`src/rtl/muldiv_pkg.sv`:
```
// muldiv_pkg: shared operation codes, FSM state type and iteration count
// for the EX-stage iterative multiply/divide unit.
package muldiv_pkg;

   localparam int ITER = 32;

   localparam logic [2:0] MULDIV_MUL    = 3'b000;
   localparam logic [2:0] MULDIV_MULH   = 3'b001;
   localparam logic [2:0] MULDIV_MULHSU = 3'b010;
   localparam logic [2:0] MULDIV_MULHU  = 3'b011;
   localparam logic [2:0] MULDIV_DIV    = 3'b100;
   localparam logic [2:0] MULDIV_DIVU   = 3'b101;
   localparam logic [2:0] MULDIV_REM    = 3'b110;
   localparam logic [2:0] MULDIV_REMU   = 3'b111;

   typedef enum logic [1:0] {
      IDLE   = 2'd0,
      CALC   = 2'd1,
      FINISH = 2'd2
   } muldivState_e;

   // rs1 is treated as two's complement for MULH, MULHSU, DIV and REM
   function automatic logic isSignedA(input logic [2:0] funct3);
      return (funct3 == MULDIV_MULH) || (funct3 == MULDIV_MULHSU) ||
             (funct3 == MULDIV_DIV)  || (funct3 == MULDIV_REM);
   endfunction

   // rs2 is treated as two's complement for MULH, DIV and REM
   function automatic logic isSignedB(input logic [2:0] funct3);
      return (funct3 == MULDIV_MULH) || (funct3 == MULDIV_DIV) ||
             (funct3 == MULDIV_REM);
   endfunction

endpackage

```
`src/rtl/ex_muldiv_sign_fix.sv`:
```
// ex_muldiv_sign_fix: turns the unsigned magnitudes left by the iteration
// loop into the final architectural result: sign restore, half/quotient/
// remainder select, and the divide-by-zero / signed-overflow overrides.
module ex_muldiv_sign_fix
   import muldiv_pkg::*;
#(
   parameter int XLEN = 32
) (
   input  logic [2:0]      funct3_i,
   input  logic [XLEN-1:0] accHi_i,
   input  logic [XLEN-1:0] accLo_i,
   input  logic            negResult_i,
   input  logic            negRem_i,
   input  logic [XLEN-1:0] opA_i,
   input  logic            divZero_i,
   input  logic            overflow_i,
   output logic [XLEN-1:0] result_o
);

   localparam logic [XLEN-1:0] MIN_NEG = {1'b1, {(XLEN-1){1'b0}}};

   logic [2*XLEN-1:0] productFix;
   logic [XLEN-1:0]   quotFix;
   logic [XLEN-1:0]   remFix;

   // Restore signs: product and quotient follow the operand sign mismatch, remainder follows the dividend
   always_comb begin
      productFix = negResult_i ? ('0 - {accHi_i, accLo_i}) : {accHi_i, accLo_i};
      quotFix    = negResult_i ? ('0 - accLo_i) : accLo_i;
      remFix     = negRem_i ? ('0 - accHi_i) : accHi_i;
   end

   // Pick the requested half or quotient/remainder, letting divide corner cases win over the datapath
   always_comb begin
      result_o = '0;
      case (funct3_i)
         MULDIV_MUL:                      result_o = productFix[XLEN-1:0];
         MULDIV_MULH, MULDIV_MULHSU,
         MULDIV_MULHU:                    result_o = productFix[2*XLEN-1:XLEN];
         MULDIV_DIV, MULDIV_DIVU: begin
            if (divZero_i)                result_o = '1;
            else if (overflow_i)          result_o = MIN_NEG;
            else                          result_o = quotFix;
         end
         default: begin
            if (divZero_i)                result_o = opA_i;
            else if (overflow_i)          result_o = '0;
            else                          result_o = remFix;
         end
      endcase
   end

endmodule

```
`src/rtl/ex_muldiv.sv`:
```
// ex_muldiv: iterative RV32M multiply/divide unit sitting in EX. One
// shift-add or restoring-subtract step per cycle over 32 cycles; busy_o
// holds the front of the pipeline while the loop runs.
// Optional build macro MULDIV_FASTPATH_EN: divides by zero and signed
// overflow divides jump straight from IDLE to FINISH.
module ex_muldiv
   import muldiv_pkg::*;
#(
   parameter int XLEN = 32
) (
   input  logic            clk_i,
   input  logic            rst_i,
   input  logic            start_i,
   input  logic            flush_i,
   input  logic [2:0]      funct3_i,
   input  logic [XLEN-1:0] op_a_i,
   input  logic [XLEN-1:0] op_b_i,
   output logic            busy_o,
   output logic            done_o,
   output logic [XLEN-1:0] result_o
);

   localparam int              CW         = $clog2(ITER);
   localparam logic [CW-1:0]   LAST_COUNT = CW'(ITER - 1);
   localparam logic [XLEN-1:0] MIN_NEG    = {1'b1, {(XLEN-1){1'b0}}};

   muldivState_e    state_q, state_d;
   logic [CW-1:0]   count_q, count_d;
   logic [XLEN-1:0] accHi_q, accHi_d;
   logic [XLEN-1:0] accLo_q, accLo_d;
   logic [XLEN-1:0] magB_q;
   logic [XLEN-1:0] opA_q;
   logic [2:0]      funct3_q;
   logic            negRes_q;
   logic            negRem_q;
   logic            divZero_q;
   logic            overflow_q;
   logic [XLEN-1:0] result_q;

   logic            negAIn, negBIn;
   logic [XLEN-1:0] magAIn, magBIn;
   logic            divZeroIn, overflowIn;
   logic            acceptStart;
   logic            fastPath;
   logic [XLEN:0]   mulSum;
   logic [XLEN:0]   divShift;
   logic [XLEN-1:0] divDiff;
   logic [XLEN-1:0] fixResult;

   // Decode the instruction sitting in ID/EX: operand signs, magnitudes and divide corner cases
   always_comb begin
      negAIn      = isSignedA(funct3_i) & op_a_i[XLEN-1];
      negBIn      = isSignedB(funct3_i) & op_b_i[XLEN-1];
      magAIn      = negAIn ? ('0 - op_a_i) : op_a_i;
      magBIn      = negBIn ? ('0 - op_b_i) : op_b_i;
      divZeroIn   = funct3_i[2] & (op_b_i == '0);
      overflowIn  = funct3_i[2] & ~funct3_i[0] & (op_a_i == MIN_NEG) & (op_b_i == '1);
      acceptStart = (state_q == IDLE) & start_i & ~flush_i;
   end

`ifdef MULDIV_FASTPATH_EN
   assign fastPath = divZeroIn | overflowIn;
`else
   assign fastPath = 1'b0;
`endif

   // State register; reset aborts any operation in flight
   always_ff @(posedge clk_i or negedge rst_i) begin
      if (!rst_i) begin
         state_q <= IDLE;
      end else begin
         state_q <= state_d;
      end
   end

   // Next state: a flush always returns to IDLE, otherwise walk IDLE -> CALC -> FINISH
   always_comb begin
      state_d = state_q;
      case (state_q)
         IDLE:    if (start_i) state_d = fastPath ? FINISH : CALC;
         CALC:    if (count_q == LAST_COUNT) state_d = FINISH;
         FINISH:  state_d = IDLE;
         default: state_d = IDLE;
      endcase
      if (flush_i) begin
         state_d = IDLE;
      end
   end

   // Stall the pipeline from the arrival cycle through the last iteration; signal completion in FINISH
   always_comb begin
      busy_o = (state_q == CALC) | acceptStart;
      done_o = (state_q == FINISH) & ~flush_i;
   end

   // One iteration per cycle: shift-add for multiply, restoring subtract for divide
   always_comb begin
      accHi_d  = accHi_q;
      accLo_d  = accLo_q;
      count_d  = count_q;
      mulSum   = {1'b0, accHi_q} + (accLo_q[0] ? {1'b0, magB_q} : '0);
      divShift = {accHi_q, accLo_q[XLEN-1]};
      divDiff  = divShift[XLEN-1:0] - magB_q;
      if (acceptStart) begin
         accHi_d = '0;
         accLo_d = magAIn;
         count_d = '0;
      end else if (state_q == CALC) begin
         count_d = count_q + CW'(1);
         if (funct3_q[2]) begin
            if (divShift >= {1'b0, magB_q}) begin
               accHi_d = divDiff;
               accLo_d = {accLo_q[XLEN-2:0], 1'b1};
            end else begin
               accHi_d = divShift[XLEN-1:0];
               accLo_d = {accLo_q[XLEN-2:0], 1'b0};
            end
         end else begin
            accHi_d = mulSum[XLEN:1];
            accLo_d = {mulSum[0], accLo_q[XLEN-1:1]};
         end
      end
      if (flush_i) begin
         count_d = '0;
      end
   end

   // Datapath registers, operand latch on acceptance, and result capture on completion
   always_ff @(posedge clk_i or negedge rst_i) begin
      if (!rst_i) begin
         accHi_q    <= '0;
         accLo_q    <= '0;
         count_q    <= '0;
         magB_q     <= '0;
         opA_q      <= '0;
         funct3_q   <= '0;
         negRes_q   <= 1'b0;
         negRem_q   <= 1'b0;
         divZero_q  <= 1'b0;
         overflow_q <= 1'b0;
         result_q   <= '0;
      end else begin
         accHi_q <= accHi_d;
         accLo_q <= accLo_d;
         count_q <= count_d;
         if (acceptStart) begin
            magB_q     <= magBIn;
            opA_q      <= op_a_i;
            funct3_q   <= funct3_i;
            negRes_q   <= negAIn ^ negBIn;
            negRem_q   <= negAIn;
            divZero_q  <= divZeroIn;
            overflow_q <= overflowIn;
         end
         if (done_o) begin
            result_q <= fixResult;
         end
      end
   end

   ex_muldiv_sign_fix #(
      .XLEN (XLEN)
   ) u_signFix (
      .funct3_i    (funct3_q),
      .accHi_i     (accHi_q),
      .accLo_i     (accLo_q),
      .negResult_i (negRes_q),
      .negRem_i    (negRem_q),
      .opA_i       (opA_q),
      .divZero_i   (divZero_q),
      .overflow_i  (overflow_q),
      .result_o    (fixResult)
   );

   // The fresh result is visible in the done cycle so EX/MEM can capture it on the edge that ends FINISH
   assign result_o = done_o ? fixResult : result_q;

endmodule

```
`config.mk`:
```
export PLATFORM = sky130hd
export DESIGN_NAME = ex_muldiv
export DESIGN_NICKNAME = d
export VERILOG_FILES = /design/src/rtl/muldiv_pkg.sv /design/src/rtl/ex_muldiv_sign_fix.sv /design/src/rtl/ex_muldiv.sv
export SDC_FILE = /design/constraint.sdc
export NUM_CORES = 1
export LEC_CHECK = 0
export BUFFER_PORTS_ARGS = -buffer_cell sky130_fd_sc_hd__buf_2
export CAP_MARGIN = 20
export CORE_MARGIN = 3
export CORE_UTILIZATION = 56
export DETAILED_ROUTE_END_ITERATION = 8
export GPL_TIMING_DRIVEN = 0
export PLACE_DENSITY = 0.74
export SLEW_MARGIN = 25
export SYNTH_ARGS = -nofsm -noshare
export SYNTH_HDL_FRONTEND = slang
export SYNTH_SLANG_ARGS = --single-unit
```
`constraint.sdc`:
```
create_clock -name clk_i -period 5.1 [get_ports clk_i]
set_input_delay 0.51 -clock clk_i [delete_from_list [all_inputs] [get_ports clk_i]]
set_output_delay 0.51 -clock clk_i [all_outputs]
set_load 0.01 [all_outputs]
```
==> reports/results.ini <==
[place]
numPortBuffers = 104
dpl.hpwl_mm = 47.3
gp_congestion = 1.02

[clock_network]
clk_latency_ps = 450
cts_tree = built
root_buffer = clkbuf_16
cts.sinks = 174
cts_buffers = 17
max-clock-path-buffers = 2
post_cts_buffers = 0
htree_levels = 4
clkTransAtPathRegs_ps = 80

[setup_path]
r2r_end = accHi_q[16]
reg2reg_from = magB_q[4]
worst_r2r_path_depth = 14
start_kind = flop
critPathMaxFanout = 10
arrival_ps = 4440
crit_path_end = result_o[10]
cp.required_ps = 4590
rrSetupSlack_ps = 410
max_stage_delay_ps = 590
crit_chain = inv_1, clkbuf_2, ha_1, nand2b_1, nor4_2, nand4_1, or3_1, o41ai_1, xnor2_1, a221oi_1, a211oi_1, buf_2
critPathLaunch = accLo_q[0]
cpMaxStageDelayCell = or3_1
cp-end-kind = output pin
worstSetupPathType = reg -> out

[synthesis]
synth_ff_type = dfrtp_1
synth-edff-count = 0
synthCells = 1960
synth_area_per_cell_sq_um = 7.78
ys_warn_count = 0
ys_seq_area_frac = 0.286
syn-num-nets = 2104
async_flop_share = 1.00
syn_area_sq_um = 15200
ys_ff_latch = 174
synth_cell_types = 74

[power]
pwr_density_cell_nw_per_um2 = 565
internal_power_mw = 4.59
p_leak_nw = 7.22
netSwitchingFraction = 0.518
clkPwrFrac = 0.142
total_power_mw = 9.53
seqPwrFrac = 0.229
power_switching_mw = 4.93
p_comb_frac = 0.629
ir_drop_uv = 365

[cells_and_area]
diodes = 0
nNetsFinal = 2232
fillers = 2464
syn_to_final_growth_pct = 10.7
mostFrequentLayoutCell = nand2_1
drive_gt1_frac = 0.0857
layout_common_cells = nand2_1 (272), dfrtp_1 (174), nor2_1 (167), o21ai_0 (167), xnor2_1 (141)

[die]
ios = 105
initial_utilization = 0.577
core_area_sq_um = 26400
row_count = 59
die_w_microns = 171
die_area_sq_um = 29200
fp.dieH_microns = 171

[timing]
tightest_slew_ps = 1050
fmaxAchievable_mhz = 202
finalSetupViolCount = 0
skew_ps = 12.8
hold-worst-slack_ps = 279
period_share = 0.971
min_period_ps = 4950
hold_viol_final = 0
setup_tns_ps = 0
rsz0062_at_grt = false
timing.slew.headroom = 0.281
slew_viol_final = 0

[global_routing]
overflow = 0
grt_max_degree = 80
grt_pass1_vias = 15560
antenna_found_initial = 1
grt_usage = 0.411
grt_pass1_wl_mm = 91.7

[run_status]
status = finished, final reports clean

[detailed_routing]
ant_nets = 0
dr.pass1.iters = 7
wl_per_cell_microns = 25.0
drt-total-wl_mm = 60.8
drtIter0Drc = 2192
num_vias = 16515
drc = 0
viasPerCell = 6.78

[worst_hold_path]
holdCritPathClass = in -> reg
worstHoldStart = op_a_i[5]

[run]
cap_violations = 0

[timing repair]
action                                  4_1_cts  5_1_grt
resized for setup                             0        2
endpoints found under the hold margin        24        0
hold buffers                                  1        0
endpoints found under the setup margin        0        5
[registers in the layout, indices dropped and copies added (netlist names)]
register / cells
accHi_q: 32
accLo_q: 32
magB_q: 32
opA_q: 32
result_q: 32
count_q: 5
funct3_q: 3
state_q: 2
divZero_q: 1
negRem_q: 1
negRes_q: 1
overflow_q: 1
[worst max-delay path, delay by kind of cell, from the launching register on]
kind	cells	cell delay (ps)
compound gates	3	870
xor+xnor	1	110
simple gates	4	1400
buf+inv	3	900
flops	1	510
fa+ha+maj	1	210
[metal layers]
metal  part of all wire  GRT usage  vias to the layer above
met5            0.00021          0                        -
met4              0.032      0.131                        2
met3               0.14      0.148                      169
met2               0.41      0.587                     1133
met1               0.41      0.582                     7856
li1                   -          -                     7355
[area by class of cell]
cell class	count	area, sq um	share of cell area
buffer	148	566	0.0335
clock buffer	18	439	0.0260
clock inverter	14	150	0.00890
inverter	63	236	0.0140
multi-input combinational	1575	10100	0.599
sequential	174	4350	0.258
tap	335	419	0.0248
timing repair buffer	109	611	0.0362
[power groups by stage]
stage                     Clock [mW]  Sequential, mW  Combinational (mW)
after floorplan                    0            1.97                4.17
after global placement             0            2.15                5.63
after detailed placement           0            2.16                5.72
after CTS                       1.34            2.14                5.76
after global routing            1.40            2.20                6.42
final                           1.36            2.18                5.99
[metrics by stage]
stage	area [sq um]	util	cells	setup WS, ps
floorplan	15200	-	1960	1120
global placement	16200	0.612	2399	568
detailed placement	16300	0.616	2403	621
CTS	16900	0.639	2436	120
global route	16900	0.639	2436	23.2
finish	16900	0.639	2436	146
[how the worst min path moves through the flow]
stage / slack, ps / cells past startpoint / endpoint
2_1_floorplan: 210 / 0 / accHi_q[0]
3_3_place_gp: 460 / 2 / opA_q[18]
3_5_place_dp: 370 / 1 / magB_q[19]
4_1_cts: 270 / 2 / accLo_q[5]
5_1_grt: 290 / 2 / accLo_q[5]
6_report: 280 / 2 / accLo_q[5]
[Yosys cell counts (21+ instances only)]
master,n,area (sq um)
inv_1,61,229
mux2i_1,39,390
nand3_1,24,120
a21oi_1,121,606
dfrtp_1,174,4350
nand2_1,272,1020
a31oi_1,21,131
o21ai_0,167,836
clkbuf_1,130,488
a221oi_1,47,412
nand4_1,27,169
a21o_1,40,300
xnor2_1,141,1230
nor2_1,167,627
xor2_1,52,455
ha_1,71,888
o31ai_1,37,278
a211oi_1,39,293
nor3_1,31,155
[cells by family after synthesis]
group           synth area share
simple gates               0.197
fa+ha+maj                 0.0609
mux                       0.0315
compound gates             0.261
flops                      0.286
xor+xnor                   0.111
buf+inv                   0.0525
Note: power is estimated with default switching activity, not from simulation.
